==> src/rtl/crc_decode_one.sv <==
// Serial syndrome decoder for the (7,3) cyclic code with generator x^4+x^2+x+1.
// Three-step bit-serial division, then single-bit correction of the data field.
module crc_decode_one #(
  parameter bit CORRECT_EN = 1'b1
) (
  input  logic       i_clk,
  input  logic       i_reset_n,
  input  logic [6:0] i_code,
  input  logic       i_valid,
  output logic       o_ready,
  output logic [2:0] o_data,
  output logic [3:0] o_syndrome,
  output logic       o_err,
  output logic       o_fixed,
  output logic       o_uncorr,
  output logic       o_done
);

  localparam int unsigned DIV_STEPS = 3;
  localparam int unsigned CNT_W     = 2;
  localparam logic [CNT_W-1:0] CNT_LAST = CNT_W'(DIV_STEPS - 1);
  localparam logic [3:0] GEN_LOW = 4'b0111;

  typedef enum logic [1:0] {
    IDLE  = 2'd0,
    DIV   = 2'd1,
    CHECK = 2'd2
  } state_t;

  state_t           state_q, state_d;
  logic [6:0]       r_q, r_next;
  logic [2:0]       data_q;
  logic [CNT_W-1:0] cnt_q;
  logic [3:0]       syn;
  logic             hit;
  logic [2:0]       data_flip;

  always_ff @(posedge i_clk or negedge i_reset_n) begin
    if (!i_reset_n) state_q <= IDLE;
    else            state_q <= state_d;
  end

  always_comb begin
    state_d = state_q;
    case (state_q)
      IDLE:    if (i_valid) state_d = DIV;
      DIV:     if (cnt_q == CNT_LAST) state_d = CHECK;
      CHECK:   state_d = IDLE;
      default: state_d = IDLE;
    endcase
  end

  assign o_ready = (state_q == IDLE);

  // One long-division step: subtract the generator whenever the leading bit is set.
  always_comb begin
    if (r_q[6]) r_next = {r_q[5:2] ^ GEN_LOW, r_q[1:0], 1'b0};
    else        r_next = {r_q[5:0], 1'b0};
  end

  always_ff @(posedge i_clk or negedge i_reset_n) begin
    if (!i_reset_n) begin
      r_q    <= '0;
      data_q <= '0;
      cnt_q  <= '0;
    end else begin
      case (state_q)
        IDLE: if (i_valid) begin
          r_q    <= i_code;
          data_q <= i_code[6:4];
          cnt_q  <= '0;
        end
        DIV: begin
          r_q   <= r_next;
          cnt_q <= cnt_q + CNT_W'(1);
        end
        default: ;
      endcase
    end
  end

  assign syn = r_q[6:3];

  // Map a single-error syndrome to its bit; only bits 6:4 touch the returned data.
  always_comb begin
    hit       = 1'b1;
    data_flip = 3'b000;
    case (syn)
      4'b0001, 4'b0010, 4'b0100, 4'b1000: data_flip = 3'b000;
      4'b0111: data_flip = 3'b001;
      4'b1110: data_flip = 3'b010;
      4'b1011: data_flip = 3'b100;
      default: hit = 1'b0;
    endcase
  end

  always_ff @(posedge i_clk or negedge i_reset_n) begin
    if (!i_reset_n) begin
      o_data     <= '0;
      o_syndrome <= '0;
      o_err      <= 1'b0;
      o_fixed    <= 1'b0;
      o_uncorr   <= 1'b0;
      o_done     <= 1'b0;
    end else begin
      o_done <= (state_q == CHECK);
      if (state_q == CHECK) begin
        o_syndrome <= syn;
        o_err      <= (syn != 4'b0000);
        if (syn == 4'b0000) begin
          o_data   <= data_q;
          o_fixed  <= 1'b0;
          o_uncorr <= 1'b0;
        end else if (hit && CORRECT_EN) begin
          o_data   <= data_q ^ data_flip;
          o_fixed  <= 1'b1;
          o_uncorr <= 1'b0;
        end else begin
          o_data   <= data_q;
          o_fixed  <= 1'b0;
          o_uncorr <= 1'b1;
        end
      end
    end
  end

endmodule

==> config.mk <==
export PLATFORM = sky130hd
export DESIGN_NAME = crc_decode_one
export DESIGN_NICKNAME = d
export VERILOG_FILES = /design/src/rtl/crc_decode_one.sv
export SDC_FILE = /design/constraint.sdc
export NUM_CORES = 1
export LEC_CHECK = 0
export ABC_AREA = 1
export CAP_MARGIN = 20
export CORE_MARGIN = 2
export CORE_UTILIZATION = 45
export CTS_BUF_LIST = sky130_fd_sc_hd__clkbuf_4
export DETAILED_ROUTE_END_ITERATION = 7
export PLACE_DENSITY = 0.67
export SYNTH_ARGS = -nofsm -noshare
export SYNTH_HDL_FRONTEND = slang
export SYNTH_SLANG_ARGS = --single-unit
==> constraint.sdc <==
create_clock -name i_clk -period 1.6 [get_ports i_clk]
set_clock_uncertainty 0.1 [all_clocks]
set_input_delay 0.32 -clock i_clk [delete_from_list [all_inputs] [get_ports i_clk]]
set_output_delay 0.32 -clock i_clk [all_outputs]
set_load 0.02 [all_outputs]
Word-level counts from Yosys, hierarchy flattened
Index checks and enable logic that the tools add are counted.
{ "totals": {"ff_bits": 25, "input_bits": 10, "out_inout_bits": 12, "elab_cells": 49} }
{ "classes": {"addsub": 1, "n_eq_ne": 12, "n_mux": 16, "bitwise_logic": 2, "n_reduce_logical": 8} }
{ "ops": {"columns": ["op", "n"], "rows": [
  ["7-bit one-hot mux with 2 select lines", 1],
  ["4-bit == test (second input constant)", 3],
  ["3-bit one-hot mux with 3 select lines", 1],
  ["4-bit by 3-bit == test with 1-bit output (second input constant)", 2],
  ["2-bit one-hot mux with 2 select lines", 2],
  ["7-bit 2-to-1 mux", 1],
  ["7-bit OR reduction", 1],
  ["2-bit 2-to-1 mux", 3],
  ["3-bit 2-to-1 mux", 2],
  ["6-bit 2-to-1 mux", 1],
  ["2-bit AND reduction", 3],
  ["1-bit 2-to-1 mux", 5],
  ["2-bit == test (second input constant)", 2],
  ["4-bit by 1-bit == test with 1-bit output (second input constant)", 1],
  ["4-bit by 2-bit == test with 1-bit output (second input constant)", 1],
  ["4-bit zero test", 1],
  ["2-bit != test (second input constant)", 2],
  ["4-bit nonzero test", 1],
  ["3-bit inverter", 1],
  ["3-bit bitwise XOR", 1],
  ["2-bit by 1-bit adder with 2-bit output (second input constant)", 1],
  ["2-bit by 1-bit == test with 1-bit output (second input constant)", 1],
  ["2-bit zero test", 1],
  ["2-bit nonzero test", 1]
]} }

Depth between registers and ports, before layout
{ "logic_depth": {"ltp_word": 5, "depth_mapped": 9, "depth_no_buf": 8} }

Worst setup path after synthesis
No wires, ideal clock.
{ "synth_path": {"path_kind": "reg2reg", "start": "register state_q[1]", "end": "register r_q[3]", "setup_time_ns": 0.132, "t_arrival_ns": 1.064, "required_ns": 1.368, "setup_slack_ns": 0.304, "path_stages_with_launch": 7, "n_path_buf": 0, "period_less_slack_ns": 1.296, "cell_sequence": "dfrtp_1 > nor2_2 > nand2_1 > nand2_2 > inv_2 > nand2_1 > o211ai_1"} }
{ "synth_via": {"elab_chain_len": 3, "elab_cells_between_ends": 6, "classes_between": "2 x eq/ne; 1 x mux; 3 x reduce/logical"} }
{ "synth_rtl": {"columns": ["item", "line_no", "text"], "rows": [
  ["from (decl)", "30", "state_t state_q, state_d;"],
  ["from (signal assigned)", "40", "else state_q <= state_d;"],
  ["2-bit zero test *", null, null],
  ["net o_ready", "10", "output logic o_ready,"],
  ["2-bit != test (no source line) or 2-bit nonzero test (tied branches)", null, null],
  ["2-bit AND reduction (no source line)", null, null],
  ["to (signal assigned)", "69", "r_q <= i_code;"],
  ["to (signal assigned)", "74", "r_q <= r_next;"],
  ["to (decl)", "31", "logic [6:0] r_q, r_next;"]
]} }
Mark *: on every way through the listed nets, which the timed path passes. The rest lies on a longest branch.
A chain may end at the register's enable or synchronous reset.

Worst setup path after layout
{ "layout_path": {"start": "register o_fixed", "end": "output port o_fixed"} }
{ "layout_lines": {"columns": ["item", "line_no", "text"], "rows": [
  ["from (decl)", "14", "output logic o_fixed,"],
  ["from (signal assigned)", "102", "o_fixed <= 1'b0;"],
  ["from (signal assigned)", "112", "o_fixed <= 1'b0;"],
  ["from (signal assigned)", "116", "o_fixed <= 1'b1;"]
]} }
No word-level cell between the ends.

==> results by group <==
Critical path
  • WS Path Type: flip-flop to primary output
  • Worst Path Buf+Inv: 1
  • CP cell instances: dlygate4sd2_1
  • Crit end category: primary output
  • Max stage delay cell, worst path: dfrtp_1
  • CP Launch Type: flip-flop
  • R2r setup slk: roughly 0.25 ns
  • WP data required: roughly 1.2 ns
  • CP Max Fanout: 2
  • Slowest stage delay, CP: about 0.41 ns
  • Worst Reg-to-Reg Cells: 7
  • Delay-heaviest family, CP: flip-flops
  • Reg2Reg Launch Point: state_q[1]$_DFFE_PN0P_
  • Worst flop-to-flop path endpoint: r_q[3]$_DFFE_PN0P_
  • Crit path depth: 1
  • Worst EP arrival: between 1 and 1.5 ns

Global routing
  • Largest net degree at the start of global routing: 26
  • Antenna violations before repair: 0
  • Final global-route overflow total: 0
  • Total track usage: a little under a fifth
  • Global-route wire length before repair: between 3 and 4 mm
  • Vias in the first global route: ~900

Timing
  • RSZ-0062 raised after global routing: no
  • Final Max Tran Viols: 0
  • Final Hold Viols: 0
  • Final worst setup slack: around 0.13 ns
  • Worst-Margin Slew: roughly 0.32 ns
  • Final period demand of the worst path: about 1.5 ns
  • Worst hold slack: about 0.23 ns
  • Max_slew headroom: between 70% and 80%
  • Final setup viols: 0
  • Tcrit/Tclk final: a little over 90%
  • Fmax: between 0.6 and 0.7 GHz
  • Setup TNS: 0 ns

Synthesis
  • Syn Inst Count: about 130
  • Post-synth top area cell: dfrtp_1
  • Ranking of synthesized cells by area: dfrtp_1 (55%), nand2_1 (14%), o21ai_0 (6.6%)
  • Number of flops mapped to enable cells by yosys: 0
  • Syn Area/Cell: 8.61 sq um
  • Ys async rst share: 100%
  • Simple-gate share of the synthesized area: between 20% and 30%
  • Synth Area in Adders: around 1.1%
  • Syn nets: between 100 and 150
  • Synth Area in XOR/XNOR: under 10%
  • Post-Syn Area: around 0.0011 sq mm
  • Seq/Total Area, Yosys: a little over half
  • Synthesis-stage register bit count: 25
  • Synth unique cells: 22
  • Post-synthesis compound-gate area fraction: a little under an eighth
  • Top_reg_cell synth: dfrtp_1
  • Share of the synthesized area in the top cell type: about 55%
  • Multiplexer area fraction after synthesis: 0%
  • Synth warnings: 0
  • Largest family of logic cells by synthesized area: simple AND/OR/NAND/NOR gates

Final layout
  • Syn-to-layout area delta: 22.6%
  • Final nets: 171
  • Ratio of cells with drive above 1 in the final layout: 10.1%
  • Antenna diodes: 0
  • Fillcell total: ~230
  • Most frequent cells in the layout: nand2_1 (44), dfrtp_1 (25), o21ai_0 (15)
  • Most common cell after layout, fill and taps aside: nand2_1

Hold path
  • Hold WC Path Type: input port to asynchronous set/reset pin

Floorplan
  • Die Area: between 0.002 and 0.003 sq mm
  • Initial Util: around 47%
  • Ports: 22
  • FP Rows: 18
  • Die extent in y: between 50 and 60 um
  • Die Wd: about 54 um
  • Core area: roughly 0.0025 sq mm

Routing
  • Via count: slightly above 900
  • Routed Antenna Nets: 0
  • DRT Wirelength: 2.17 mm
  • DRT iter0 DRCs: 15
  • Via density: between 4 and 5
  • DRC violations left: 0
  • TritonRoute pass-1 iters: 4
  • WL per Instance: 11.5 um

Placed design
  • Placer congestion estimate: ~0.85
  • Hpwl dp: around 1.6 mm
  • Post-Place Worst Slack: 0.0548 ns
  • Number of port buffers: 21

Pwr
  • Pwr Total: roughly 2900 uW
  • PD cells: ~2000 mW/mm^2
  • Peak supply drop: between 1 and 1.5 mV
  • Pleak: between 0.0007 and 0.0008 uW

CTS
  • Htree depth: 1
  • Worst skew pair latency: roughly 0.32 ns
  • Sink Count: 25
  • CTS tree: yes
  • CTS clk-pin slew, worst paths: roughly 0.15 ns
  • Clock buffer depth: 2
  • CTS buffer count: 3
  • Root Driver: clkbuf_4

Run status
  • Status: finished clean

Flow run
  • MaxCap Viol Count: 0
==> flip-flops by register name (all words and copies together) (netlist names), 2 cells and up <==
register	flops
o_data	3
data_q	3
cnt_q	2
o_syndrome	4
state_q	2
r_q	7
==> routing by layer <==
layer	track usage (%)	vias up	part of all wire, %
li1	-	475	-
met1	23.9	427	47
met2	28.5	24	47
met3	4.10	2	5.3
met4	10.0	0	0.92
met5	0	-	0
==> power by group <==
part | switching, uW | internal [uW] | total, uW | leakage, uW
Sequential | 233 | 936 | 1170 | 0.000307
Clock | 193 | 95.4 | 289 | 0.0000139
Combinational | 865 | 544 | 1410 | 0.000395
Total | 1290 | 1580 | 2870 | 0.000716
==> what timing repair did <==
| action | CTS | global route |
|---|---|---|
| buffers inserted | 0 | 2 |
| endpoints found under the hold margin | 0 | 0 |
| hold buffers | 0 | 0 |
| gates resized for setup | 14 | 1 |
| setup endpoints to repair | 12 | 1 |
==> cell type report <==
cell class                      count  area, sq um  area share [%]
Clock buffer                        3         22.5            1.60
Clock inverter                      1         7.51           0.535
Inverter                           17         66.3            4.72
Multi-Input combinational cell     88          423            30.1
Sequential cell                    25          626            44.6
Tap cell                           30         37.5            2.67
Timing Repair Buffer               25          221            15.8
==> stage by stage <==
| stage | cells | instance area, sq um | utilization (%) |
|---|---|---|---|
| 2_1_floorplan | 133 | 1140 | - |
| 3_3_place_gp | 183 | 1380 | 56.1 |
| 3_5_place_dp | 183 | 1380 | 56.1 |
| 4_1_cts | 187 | 1400 | 56.8 |
| 5_1_grt | 189 | 1400 | 57.2 |
| 6_report | 189 | 1400 | 57.2 |
==> worst max-delay path by stage <==
stage | to | start | slack, ns
global placement | o_ready | state_q[1]$_DFFE_PN0P_ | 0.07
global route | o_data[1] | o_data[1]$_DFFE_PN0P_ | 0.06
CTS | o_ready | state_q[0]$_DFFE_PN0P_ | 0.01
detailed placement | o_ready | state_q[0]$_DFFE_PN0P_ | 0.05
finish | o_fixed | o_fixed$_DFFE_PN0P_ | 0.13
floorplan | r_q[3]$_DFFE_PN0P_ | state_q[1]$_DFFE_PN0P_ | 0.30
==> kinds of logic (layout without fill, tap and decap cells) <==
group,count (synthesis),after routing
AOI/OAI and AO/OA,24,24
xor gates and xnor gates,2,2
adders and majority gates,1,1
buffers and inverters,20,46
DFF,25,25
and+or+nand+nor,61,61
==> cells in the mapped netlist (2+ instances only) <==
cell and number:
inv_1 14, dfrtp_1 25, nand2_2 2, o21ai_0 15, xnor2_1 2, inv_2 2, nand2_1 44, nand3_1 8
buf_6 2, o211ai_1 4, nor2_1 4
Power figures use the tool's default switching activity.
